<file path="src/rtl/writeback_if.sv">
// MEM/WB bundle into the writeback stage and the register-file write and
// forwarding bundle out of it.
interface writeback_if #(
    parameter int XLEN       = 32,
    parameter int REG_ADDR_W = 5
);
    logic [XLEN-1:0]       mw_address;
    logic [XLEN-1:0]       mw_lmd;
    logic                  mw_mem_to_reg;
    logic [2:0]            mw_mem_funct3;
    logic                  rf_write_en;
    logic [REG_ADDR_W-1:0] rf_rd_addr;
    logic [XLEN-1:0]       rf_rd_data;
    logic                  rf_wr_en_q;
    logic [REG_ADDR_W-1:0] rf_wr_addr_q;
    logic                  fwd_valid;
    logic [REG_ADDR_W-1:0] fwd_rd;
    logic [XLEN-1:0]       fwd_data;

    modport master (
        output mw_address, mw_lmd, mw_mem_to_reg, mw_mem_funct3,
        output rf_write_en, rf_rd_addr,
        input  rf_rd_data, rf_wr_en_q, rf_wr_addr_q,
        input  fwd_valid, fwd_rd, fwd_data
    );

    modport slave (
        input  mw_address, mw_lmd, mw_mem_to_reg, mw_mem_funct3,
        input  rf_write_en, rf_rd_addr,
        output rf_rd_data, rf_wr_en_q, rf_wr_addr_q,
        output fwd_valid, fwd_rd, fwd_data
    );
endinterface

</file>
<file path="src/rtl/writeback_stage.sv">
// WB stage: formats load data, picks ALU or load result, registers it toward
// the register file and exposes a same-cycle forwarding path to ID.
module writeback_stage #(
    parameter int XLEN       = 32,
    parameter int REG_ADDR_W = 5
) (
    input  logic       clk,
    input  logic       rst_n,
    writeback_if.slave wb
);
    logic [XLEN-1:0]       ld_fmt_s;
    logic [XLEN-1:0]       wb_value_s;
    logic                  rd_nonzero_s;
    logic [XLEN-1:0]       rd_data_r;
    logic                  wr_en_r;
    logic [REG_ADDR_W-1:0] wr_addr_r;

    // Lane select plus extension; unknown funct3 codes fall back to a full word.
    function automatic logic [XLEN-1:0] format_load(
        input logic [XLEN-1:0] lmd,
        input logic [2:0]      funct3,
        input logic [1:0]      addr_lo
    );
        logic [7:0]  byte_v;
        logic [15:0] half_v;
        case (addr_lo)
            2'b00:   byte_v = lmd[7:0];
            2'b01:   byte_v = lmd[15:8];
            2'b10:   byte_v = lmd[23:16];
            2'b11:   byte_v = lmd[31:24];
            default: byte_v = lmd[7:0];
        endcase
        half_v = addr_lo[1] ? lmd[31:16] : lmd[15:0];
        case (funct3)
            3'b000:  return {{(XLEN-8){byte_v[7]}}, byte_v};
            3'b100:  return {{(XLEN-8){1'b0}}, byte_v};
            3'b001:  return {{(XLEN-16){half_v[15]}}, half_v};
            3'b101:  return {{(XLEN-16){1'b0}}, half_v};
            default: return lmd;
        endcase
    endfunction

    // Writeback value selection.
    always_comb begin
        ld_fmt_s = format_load(wb.mw_lmd, wb.mw_mem_funct3, wb.mw_address[1:0]);
        if (wb.mw_mem_to_reg) begin
            wb_value_s = ld_fmt_s;
        end else begin
            wb_value_s = wb.mw_address;
        end
    end

    assign rd_nonzero_s = (wb.rf_rd_addr != {REG_ADDR_W{1'b0}});

    // Output registers; data is captured even for x0 but the strobe is not.
    always_ff @(posedge clk) begin
        if (rst_n) begin
            rd_data_r <= {XLEN{1'b0}};
            wr_en_r   <= 1'b0;
            wr_addr_r <= {REG_ADDR_W{1'b0}};
        end else if (wb.rf_write_en) begin
            rd_data_r <= wb_value_s;
            wr_en_r   <= rd_nonzero_s;
            wr_addr_r <= wb.rf_rd_addr;
        end else begin
            rd_data_r <= rd_data_r;
            wr_en_r   <= 1'b0;
            wr_addr_r <= wr_addr_r;
        end
    end

    assign wb.rf_rd_data   = rd_data_r;
    assign wb.rf_wr_en_q   = wr_en_r;
    assign wb.rf_wr_addr_q = wr_addr_r;

    assign wb.fwd_valid = wb.rf_write_en & rd_nonzero_s & ~rst_n;
    assign wb.fwd_rd    = wb.rf_rd_addr;
    assign wb.fwd_data  = wb_value_s;
endmodule

</file>
<file path="src/flat_wrapper.sv">
// flat-port wrapper written by rule: the top's interface ports become plain ports
module writeback_stage_flat 
#(
    parameter int XLEN       = 32,
    parameter int REG_ADDR_W = 5
)
  (clk, rst_n, wb_mw_address, wb_mw_lmd, wb_mw_mem_to_reg, wb_mw_mem_funct3, wb_rf_write_en, wb_rf_rd_addr, wb_rf_rd_data, wb_rf_wr_en_q, wb_rf_wr_addr_q, wb_fwd_valid, wb_fwd_rd, wb_fwd_data);
  writeback_if #(.XLEN(XLEN), .REG_ADDR_W(REG_ADDR_W)) wb_i ();
  input  logic clk;
  input  logic rst_n;
  input wire logic [$bits(wb_i.mw_address)-1:0] wb_mw_address;
  input wire logic [$bits(wb_i.mw_lmd)-1:0] wb_mw_lmd;
  input wire logic [$bits(wb_i.mw_mem_to_reg)-1:0] wb_mw_mem_to_reg;
  input wire logic [$bits(wb_i.mw_mem_funct3)-1:0] wb_mw_mem_funct3;
  input wire logic [$bits(wb_i.rf_write_en)-1:0] wb_rf_write_en;
  input wire logic [$bits(wb_i.rf_rd_addr)-1:0] wb_rf_rd_addr;
  output wire logic [$bits(wb_i.rf_rd_data)-1:0] wb_rf_rd_data;
  output wire logic [$bits(wb_i.rf_wr_en_q)-1:0] wb_rf_wr_en_q;
  output wire logic [$bits(wb_i.rf_wr_addr_q)-1:0] wb_rf_wr_addr_q;
  output wire logic [$bits(wb_i.fwd_valid)-1:0] wb_fwd_valid;
  output wire logic [$bits(wb_i.fwd_rd)-1:0] wb_fwd_rd;
  output wire logic [$bits(wb_i.fwd_data)-1:0] wb_fwd_data;
  assign wb_i.mw_address = wb_mw_address;
  assign wb_i.mw_lmd = wb_mw_lmd;
  assign wb_i.mw_mem_to_reg = wb_mw_mem_to_reg;
  assign wb_i.mw_mem_funct3 = wb_mw_mem_funct3;
  assign wb_i.rf_write_en = wb_rf_write_en;
  assign wb_i.rf_rd_addr = wb_rf_rd_addr;
  assign wb_rf_rd_data = wb_i.rf_rd_data;
  assign wb_rf_wr_en_q = wb_i.rf_wr_en_q;
  assign wb_rf_wr_addr_q = wb_i.rf_wr_addr_q;
  assign wb_fwd_valid = wb_i.fwd_valid;
  assign wb_fwd_rd = wb_i.fwd_rd;
  assign wb_fwd_data = wb_i.fwd_data;
  writeback_stage #(.XLEN(XLEN), .REG_ADDR_W(REG_ADDR_W)) u_core (.clk(clk), .rst_n(rst_n), .wb(wb_i));
endmodule
</file>
<file path="config.mk">
export PLATFORM = sky130hd
export DESIGN_NAME = writeback_stage_flat
export DESIGN_NICKNAME = d
export VERILOG_FILES = /design/src/rtl/writeback_if.sv /design/src/rtl/writeback_stage.sv /design/src/flat_wrapper.sv
export SDC_FILE = /design/constraint.sdc
export NUM_CORES = 1
export LEC_CHECK = 0
export CORE_MARGIN = 8
export CORE_UTILIZATION = 40
export DETAILED_ROUTE_END_ITERATION = 6
export PLACE_DENSITY_LB_ADDON = 0.25
export SYNTH_ARGS = -nofsm -noshare
export SYNTH_HDL_FRONTEND = slang
export SYNTH_SLANG_ARGS = --single-unit
</file>
<file path="constraint.sdc">
create_clock -name clk -period 2.5 [get_ports clk]
set_input_delay 0.5 -clock clk [delete_from_list [all_inputs] [get_ports clk]]
set_output_delay 0.5 -clock clk [all_outputs]
set_load 0.02 [all_outputs]
</file>
======== After elaboration in Yosys (flattened, before gate mapping) ========
Index checks and enable logic that the tools add are counted.
Widths: inputs -> output; s select.
operators by class
  bitwise logic cells ..................... 4
  equality and inequality tests ........... 6
  reduce and logical (&&, ||, !) cells .... 4
  mux-type cells .......................... 4
operators with widths
  operator            number
  $pmux 32 s4         1
  $mux 32             1
  $pmux 8 s4          1
  $mux 16             1
  $eq 3x3->1 const B  2
  $reduce_bool 5->1   1
  $eq 2x2->1 const B  2
  $eq 3x1->1 const B  1
  $logic_not 3->1     1
  $and 1x1->1         2
  $eq 2x1->1 const B  1
  $logic_not 2->1     1
  $not 1->1           2
  $reduce_or 2->1     1
word-level totals
  bits in registers ....................... 38
  output and inout bits ................... 76
  bits of input ports ..................... 76
  word-level logic and storage cells ...... 21

======== Longest topological paths before layout ========
  word-level depth ........................ 4
  gate-level depth with buffers ........... 6
  depth with buffers taken out ............ 4

======== Worst setup path before layout ========
No wires, ideal clock.
  path kind ............................... input to output
  from .................................... in wb_mw_address[1]
  to ...................................... out wb_fwd_data[10]
  path buffers ............................ 0
  arrival ................................. 1.581 ns
  slack ................................... 0.419 ns
  stages on the path ...................... 4
  data required time ...................... 2.000 ns
  cell sequence ........................... mux4_2 -> nor4b_4 -> a211oi_1 -> nor2_1
on the way
  longest elaborated chain between the ends .. 4
  elaborated cells between the ends (all ways) .. 8
  those cells by class .................... eq/ne (3); mux (4); reduce/logical (1)
ends and longest elaborated chain
  what                                      line                   RTL
  from (decl)                               flat_wrapper.sv:11     input wire logic [$bits(wb_i.mw_address)-1:0] wb_mw_address;
  $eq 2x2->1, or another cell as far along  writeback_stage.sv:26  case (addr_lo)
  $pmux 8 s4                                writeback_stage.sv:26
  $pmux 32 s4 *                             writeback_stage.sv:34  case (funct3)
  $mux 32 *                                 writeback_stage.sv:46  if (wb.mw_mem_to_reg) begin
  to (decl)                                 flat_wrapper.sv:22     output wire logic [$bits(wb_i.fwd_data)-1:0] wb_fwd_data;
Every way passes the cells marked *; elsewhere a longest branch is shown, timed or not.

======== Worst setup path in the final report ========
  from .................................... in wb_mw_mem_funct3[1]
  to ...................................... out wb_fwd_data[20]
on the way
  longest elaborated chain between the ends .. 3
  elaborated cells between the ends (all ways) .. 6
  those cells by class .................... eq/ne (3); mux (2); reduce/logical (1)
ends and longest elaborated chain
  what                                      line                   RTL
  from (decl)                               flat_wrapper.sv:14     input wire logic [$bits(wb_i.mw_mem_funct3)-1:0] wb_mw_mem_funct3;
  $eq 3x3->1, or another cell as far along  writeback_stage.sv:34
  $pmux 32 s4 *                             writeback_stage.sv:34
  $mux 32 *                                 writeback_stage.sv:46
Marks and branches as above.

==> impl_metrics.yaml <==
status:
  outcome: "finished, final reports clean"
place:
  io_buffers: 151
  dp_hpwl_um: 8100
  dpl_worst_slack_ps: -721
  dpl.cell_count: 584
  gp_congestion: 0.910
worst_setup_path:
  crit_path_start_kind: "input port"
  critPathMaxFanout: 7
  worstPathArrival_ps: 1940
  critPathRequiredTime_ps: 2000
  path_class: "in -> out"
  end_kind: "output pin"
clock_tree:
  cts_hold_buf: 0
  clk_latency_ps: 290
  cts.reportedPaths.clkPinSlew_ps: 80
  cts_max_path_buffers: 2
  htree_levels: 2
  clockRootBuffer: "clkbuf_8"
  cts_num_sinks: 38
  tritoncts: "done"
  cts_buffers: 5
floorplanning:
  dieArea_mm2: 0.00883
  die_w_um: 94.0
  core_mm2: 0.00589
  core.rowCount: 28
  dieHeight_um: 94.0
  ios: 152
  initial_utilization_pct: 41.3
detailed_routing:
  vias: 3319
  via_per_inst: 5.53
  dr.pass1.iters: 5
  wire_per_inst_um: 18.2
  drt_wl_total_um: 10900
  drt_iter0_markers: 143
  drc: 0
  drtAntennaViolNets: 0
synth:
  synthesis.area_mm2: 0.00243
  syn-instance-count: 331
  synth_ff_type: "dfxtp_1"
  yosysTopAreaCell: "dfxtp_1"
  ys_seq_area_share_pct: 31.3
  yosysTopAreaCellShare_pct: 31.3
  synth_edf_count: 0
  syn_nets: 407
  async_flop_share_pct: 0
  ys_types: 34
  ys_warn_count: 0
  synth_commonest_cells: "nand2_1 (70), nor2_1 (49), dfxtp_1 (38), o21ai_0 (24), a311oi_1 (23)"
  avgSynthCellArea_um2: 7.34
  synth.most_common_cell: "nand2_1"
  synth_area_leaders: "dfxtp_1 (31%), nand2_1 (11%), a311oi_1 (8.3%)"
  ys_ff_latch: 38
timing:
  hold_viol_final: 0
  finalHoldWorstSlack_ps: 484
  max_freq_mhz: 409
  final.setup.tns_ps: 0
  setup_ws_ps: 57.5
  fin_skew_ps: 0
  finalCritPeriodShare_pct: 97.7
  slew_violations: 0
  setup_violations: 0
  max_slew_margin_pct: 57.3
  worst_pin_slew_ps: 641
  min_period_ps: 2440
global_routing:
  grt_usage_pct: 23.7
  grt.overflow.total: 0
  first_global_vias: 3307
  grt_max_degree: 64
  grt_antenna_before_repair: 0
  grt_first_pass_wirelength_um: 17000
finish:
  drive_above_1_share_pct: 25.7
  stdcell_count: 600
  diodes: 0
  nNetsFinal: 600
  syn_to_final_growth_pct: 89.1
flow_run:
  max-cap-violations: 0
pwr:
  power_density_mw_per_mm2: 472
  total_power_w: 0.00217
  ir_drop_uv: 272
  leakagePower_nw: 2.00
min_path:
  min_path_type: "reg -> reg"
[cell usage in the layout, fill, tap and decap left out, drive strengths merged, types with 4 or more instances in the layout]
cell / count
clkdlybuf4s50: 109
buf: 104
nand2: 70
nor2: 49
dfxtp: 38
o21ai: 24
a311oi: 24
nand2b: 18
mux2i: 14
a22o: 7
o32ai: 7
dlygate4sd2: 7
a211oi: 7
clkbuf: 6
o22ai: 6
a221o: 5
inv: 4
a21oi: 4
[timing repair]
item                                    4_1_cts  5_1_grt
endpoints found under the hold margin         0        0
gates cloned                                  2        0
endpoints found under the setup margin       32       16
pin swaps                                     9        4
buffers inserted                              7        0
resized for setup                           172        4
[stage by stage]
stage	utilization (%)	cell area, um^2
CTS	77.7	4580
global route	78.1	4600
floorplan	-	2430
global placement	74.0	4350
finish	78.1	4600
detailed placement	74.0	4350
[final cells by class]
cell class	count	area, um^2
Clock buffer	6	82.6
Fill cell	438	1290
Multi-Input combinational cell	253	1620
Clock inverter	2	60.1
Inverter	5	18.8
Tap cell	75	93.8
Timing Repair Buffer	221	1970
Sequential cell	38	761
[kinds of logic after synthesis]
logic type | count (synthesis) | share of synthesized area [%]
AOI/OAI and AO/OA | 90 | 27.9
buffers and inverters | 40 | 7.46
DFF | 38 | 31.3
muxes | 15 | 6.69
and+or+nand+nor | 148 | 26.7
[registers in the layout, summed over array words and instances (netlist names)]
| register | count |
|---|---|
| u_core.wb.rf_wr_addr_q | 5 |
| u_core.wb.rf_rd_data | 32 |
| u_core.wb.rf_wr_en_q | 1 |
[worst max-delay path, stage by stage]
cell and delay [ps]:
dlygate4sd2_1 280, or3_4 390, o22ai_4 180, nand3_4 170
buf_12 190, nand2_1 60, buf_2 160
[layer usage]
layer / share of wire (%) / GRT usage, % / up-vias
li1: - / - / 1573
met1: 40 / 27.4 / 1557
met2: 51 / 41.7 / 164
met3: 7.0 / 5.04 / 25
met4: 2.6 / 8.98 / 0
met5: 0 / 0 / -
[where the power goes]
part	internal [W]	switching [W]	leakage (nW)	total [W]
registers	0.000650	0.0000223	0.315	0.000673
logic	0.000416	0.000419	1.61	0.000836
clock network	0.000426	0.000235	0.0714	0.000661
[final timing paths]
path | depth (start not counted) | from | end | slack (ps)
hold / removal | 2 | u_core.wb.rf_rd_data[30]$_SDFFE_PP0P_ | u_core.wb.rf_rd_data[30]$_SDFFE_PP0P_ | 480
hold reg to reg | 2 | u_core.wb.rf_rd_data[30]$_SDFFE_PP0P_ | u_core.wb.rf_rd_data[30]$_SDFFE_PP0P_ | 480
setup / recovery | 7 | wb_mw_mem_funct3[1] | wb_fwd_data[20] | 60
setup reg to reg | 2 | u_core.wb.rf_rd_data[6]$_SDFFE_PP0P_ | u_core.wb.rf_rd_data[6]$_SDFFE_PP0P_ | 1670
(Power assumes the default switching activity.)
==> variant 1: new RTL, same settings <==
Make the reset (`rst_n`) asynchronous in one clocked block.
--- a/src/rtl/writeback_stage.sv
+++ b/src/rtl/writeback_stage.sv
@@ -55,3 +55,3 @@
     // Output registers; data is captured even for x0 but the strobe is not.
-    always_ff @(posedge clk) begin
+    always_ff @(posedge clk or posedge rst_n) begin
         if (rst_n) begin
Behaviour: differs if rst_n is asserted again (counterexample within 4 cycles, from zero or initial values and one cycle with rst_n high); with rst_n held inactive, the same outputs for 10 cycles.
==> variant 1 against the unedited design <==
- area after synthesis is 0.82% lower
- total power shrank 4.9%
- sequential share of layout area rose by 6.1 points
- sequential cell count is the same
- first-iteration DRC count increased by 31%
- wire length fell by 7.9%
- register-to-register slack better by 0.07 ns
- final cell count decreased by 12%
- worst hold slack better by 0.022 ns
- global-route usage shrank 1.3 points
- design area fell by 8.6%
- worst setup slack improved by 0.064 ns
- die area fell by 0.69%
==> variant 1: results (changes against the unedited design) <==
| Metric | Value |
|---|---|
| Status | completed |
| Clk_skew | 0 ns (unchanged) |
| Layout filler cell count | 472 (+7.8%) |
| Max-slew headroom | 55.97% (-1.3 points) |
| DP HPWL | 7.902 mm (-2.5%) |
| Dpl ws | -0.6717 ns (+0.04900 ns) |
| DR iter-0 viols | 187 (+31%) |
| Post-synthesis compound-gate area fraction | 26.73% (-1.2 points) |
| Commonest cells in the netlist | 45 x nor2_1, 38 x dfrtp_1, 35 x nand2_1 |
| Syn nets | 355 (-13%) |
| Global-route wire length before repair | 15.53 mm (-8.5%) |
| Syn Inst Count | 279 (-16%) |
| Cts repair resizes | 162 (-5.8%) |
| Synth Area in Adders | 0% (unchanged) |
| GRT Total Usage | 22.38% (-1.3 points) |
| Synth unique cells | 35 (+2.9%) |
| Leak Pwr | 1.809 nW (-9.3%) |
| Hold Path Class | reg -> reg |
| DR vias | 2926 (-12%) |
| Met3 wire len | 837 um (+10%) |
| Non-Filler Instances | 526 (-12%) |
| CP max FO | 16 (+9) |
| Top Layer Used | met4 |
| DP Area | 4197 um2 (-3.6%) |
| Post-synthesis xor/xnor area fraction | 0% (unchanged) |
| Metal2 WL | 4.973 mm (-10%) |
| Worst vdd ir | 273.4 uV (+0.36%) |
| Post-CTS Setup Inserts | 0 (-7) |
| H-tree depth | 2 (unchanged) |
| PortBufs | 151 (unchanged) |
| Reg area | 950.9 um2 (+25%) |
| WL met1 | 4.087 mm (-6.3%) |
| DR pass1 iterations | 4 (-1) |
| Root Driver | clkbuf_8 |
| Worst skew pair latency | 0.29 ns (about the same) |
| Largest net degree at the start of global routing | 64 (unchanged) |
| Largest register FFs | 32 (unchanged) |
| Initial antenna violation count | 0 (unchanged) |
| Max-slew violations | 0 (unchanged) |
| Vias in the first global route | 3030 (-8.4%) |
| # diodes | 0 (unchanged) |
| Share of cells above drive strength 1 | 24.39% (-1.3 points) |
| Placed Instances | 520 (-11%) |
| Gp weighted congestion | 0.8674 (-4.6%) |
| Sequential-to-total area share from yosys stat | 39.44% (+8.1 points) |
| CTS buffer count | 5 (unchanged) |
| Dominant cells by area after synthesis | dfrtp_1 39%, nor2_1 7.0%, mux2_2 6.1% |
| Mux cell area share after synthesis | 10.74% (+4.1 points) |
| Reg clk slew, reported paths | 0.07 ns |
| Clk buf depth | 2 (unchanged) |
| Yosys Warn Count | 0 (unchanged) |
| Asr flop ratio synth | 100.0% (+100 points) |
| Wire per inst | 19.15 um (+5.0%) |
variant 1: path summary, 6_finish.rpt:
path | slack [ns] | cells past startpoint | end | startpoint
max in group asynchronous | 1.47 | 3 | u_core.wb.rf_wr_addr_q[4]$_DFFE_PP0P_ | rst_n
min in group asynchronous | 0.65 | 3 | u_core.wb.rf_rd_data[29]$_DFFE_PP0P_ | rst_n
hold / removal | 0.51 | 1 | u_core.wb.rf_wr_addr_q[1]$_DFFE_PP0P_ | u_core.wb.rf_wr_addr_q[1]$_DFFE_PP0P_
setup / recovery | 0.12 | 7 | wb_fwd_data[22] | wb_mw_address[0]
hold reg to reg | 0.51 | 1 | u_core.wb.rf_wr_addr_q[1]$_DFFE_PP0P_ | u_core.wb.rf_wr_addr_q[1]$_DFFE_PP0P_
setup reg to reg | 1.74 | 2 | u_core.wb.rf_rd_data[16]$_DFFE_PP0P_ | u_core.wb.rf_rd_data[16]$_DFFE_PP0P_
variant 1: area by class of cell:
type	instances	area share (%)
Sequential cell	38	22.63
Tap cell	75	2.233
Timing Repair Buffer	192	40.68
Inverter	13	1.161
Multi-Input combinational cell	202	31.33
Clock buffer	6	1.965
variant 1: worst max-delay path, cell delays in order:
cell           delay (ns)
dlygate4sd2_1        0.27
buf_4                0.16
o211ai_1             0.25
nand3_1              0.13
buf_6                0.19
a31oi_1              0.20
buf_4                0.17
variant 1: layer usage:
layer | vias to the layer above | track usage, %
li1 | 1374 | -
met1 | 1411 | 25.23
met5 | - | 0
met2 | 125 | 38.90
met3 | 16 | 6.811
met4 | 0 | 8.058
variant 1: report_power, final:
part	total, mW	internal (mW)	switching (mW)
sequential	0.729	0.690	0.0382
clock	0.432	0.213	0.219
combinational	0.902	0.442	0.461
total	2.06	1.35	0.717
==> variant 2: new RTL, same settings <==
Without the edit above. `REG_ADDR_W` is set to 5 in 3 places; all go to 4.
--- a/src/rtl/writeback_if.sv
+++ b/src/rtl/writeback_if.sv
@@ -4,3 +4,3 @@
     parameter int XLEN       = 32,
-    parameter int REG_ADDR_W = 5
+    parameter int REG_ADDR_W = 4
 );
--- a/src/rtl/writeback_stage.sv
+++ b/src/rtl/writeback_stage.sv
@@ -4,3 +4,3 @@
     parameter int XLEN       = 32,
-    parameter int REG_ADDR_W = 5
+    parameter int REG_ADDR_W = 4
 ) (
--- a/src/flat_wrapper.sv
+++ b/src/flat_wrapper.sv
@@ -4,3 +4,3 @@
     parameter int XLEN       = 32,
-    parameter int REG_ADDR_W = 5
+    parameter int REG_ADDR_W = 4
 )
Interface: changed (resized wb_fwd_rd, wb_rf_rd_addr and wb_rf_wr_addr_q); port bits go from 152 to 149. No check against the original RTL was run, so the function may have changed too.
==> variant 2 against the unedited design <==
- area after synthesis grew 2.0%
- clock skew is the same
- count of clock-buffer cells in the layout grew 1
- design area grew 0.57%
- critical endpoint is now wb_fwd_valid
- first-iteration DRC count grew 140%
- sequential cell count shrank 1
- worst setup slack gained 0.0061 ns
- wire length grew 8.7%
- largest cell class unchanged
- total power shrank 4.5%
==> variant 2: results (changes against the unedited design) <==
| Metric | Value |
|---|---|
| Multi-input gate count | 261 (+3.2%) |
| Non-clock buffer share | 43.41% (+0.65 points) |
| Gp weighted congestion | 0.8541 (-6.1%) |
| Met1 Usage GRT | 28.22% (+0.85 points) |
| Share of cells above drive strength 1 | 26.95% (+1.2 points) |
| Die W | 94.72 um (+0.81%) |
| DP HPWL | 8.593 mm (+6.1%) |
| Seq area share | 16.02% (-0.53 points) |
| CP max stage delay | 0.60 ns (+0.21 ns) |
| Vias in the first global route | 3628 (+9.7%) |
| Switch share | 33.20% (+2.0 points) |
| Clkbuf count | 7 (+1) |
| PortBufs | 148 (-2.0%) |
| Met3 wire len | 937 um (+23%) |
| Dpl ws | -0.9944 ns (-0.2737 ns) |
| Clk pwr | 556 uW (-16%) |
| Max-slew headroom | 53.88% (-3.4 points) |
| Cts repair resizes | 189 (+9.9%) |
| Status | completed |
| Placed Instances | 599 (+2.6%) |
| Synth unique cells | 38 (+12%) |
| Fraction of area in multi-input gates | 35.70% (+0.56 points) |
| Syn Inst Count | 339 (+2.4%) |
| Post-synthesis compound-gate area fraction | 27.11% (-0.79 points) |
| WL met1 | 4.631 mm (+6.1%) |
-- variant 2: cell types whose count changed after synthesis, sizes merged, moves of 3 or more --
cell	delta
a211oi	-6
a21oi	+15
a22o	-7
a31oi	+8
and3b	+7
and4	+7
nand2	-15
o22ai	-3
o32ai	+3
-- variant 2: path summary, 6_finish.rpt --
| check | end | slack [ns] | from | cells past startpoint |
|---|---|---|---|---|
| worst max-delay path | wb_fwd_valid | 0.06 | rst_n | 4 |
| worst min register to register | u_core.wb.rf_rd_data[1]$_SDFFE_PP0P_ | 0.49 | u_core.wb.rf_rd_data[1]$_SDFFE_PP0P_ | 2 |
| worst max register to register | u_core.wb.rf_rd_data[31]$_SDFFE_PP0P_ | 1.60 | u_core.wb.rf_rd_data[31]$_SDFFE_PP0P_ | 2 |
| worst min-delay path | u_core.wb.rf_rd_data[1]$_SDFFE_PP0P_ | 0.49 | u_core.wb.rf_rd_data[1]$_SDFFE_PP0P_ | 2 |
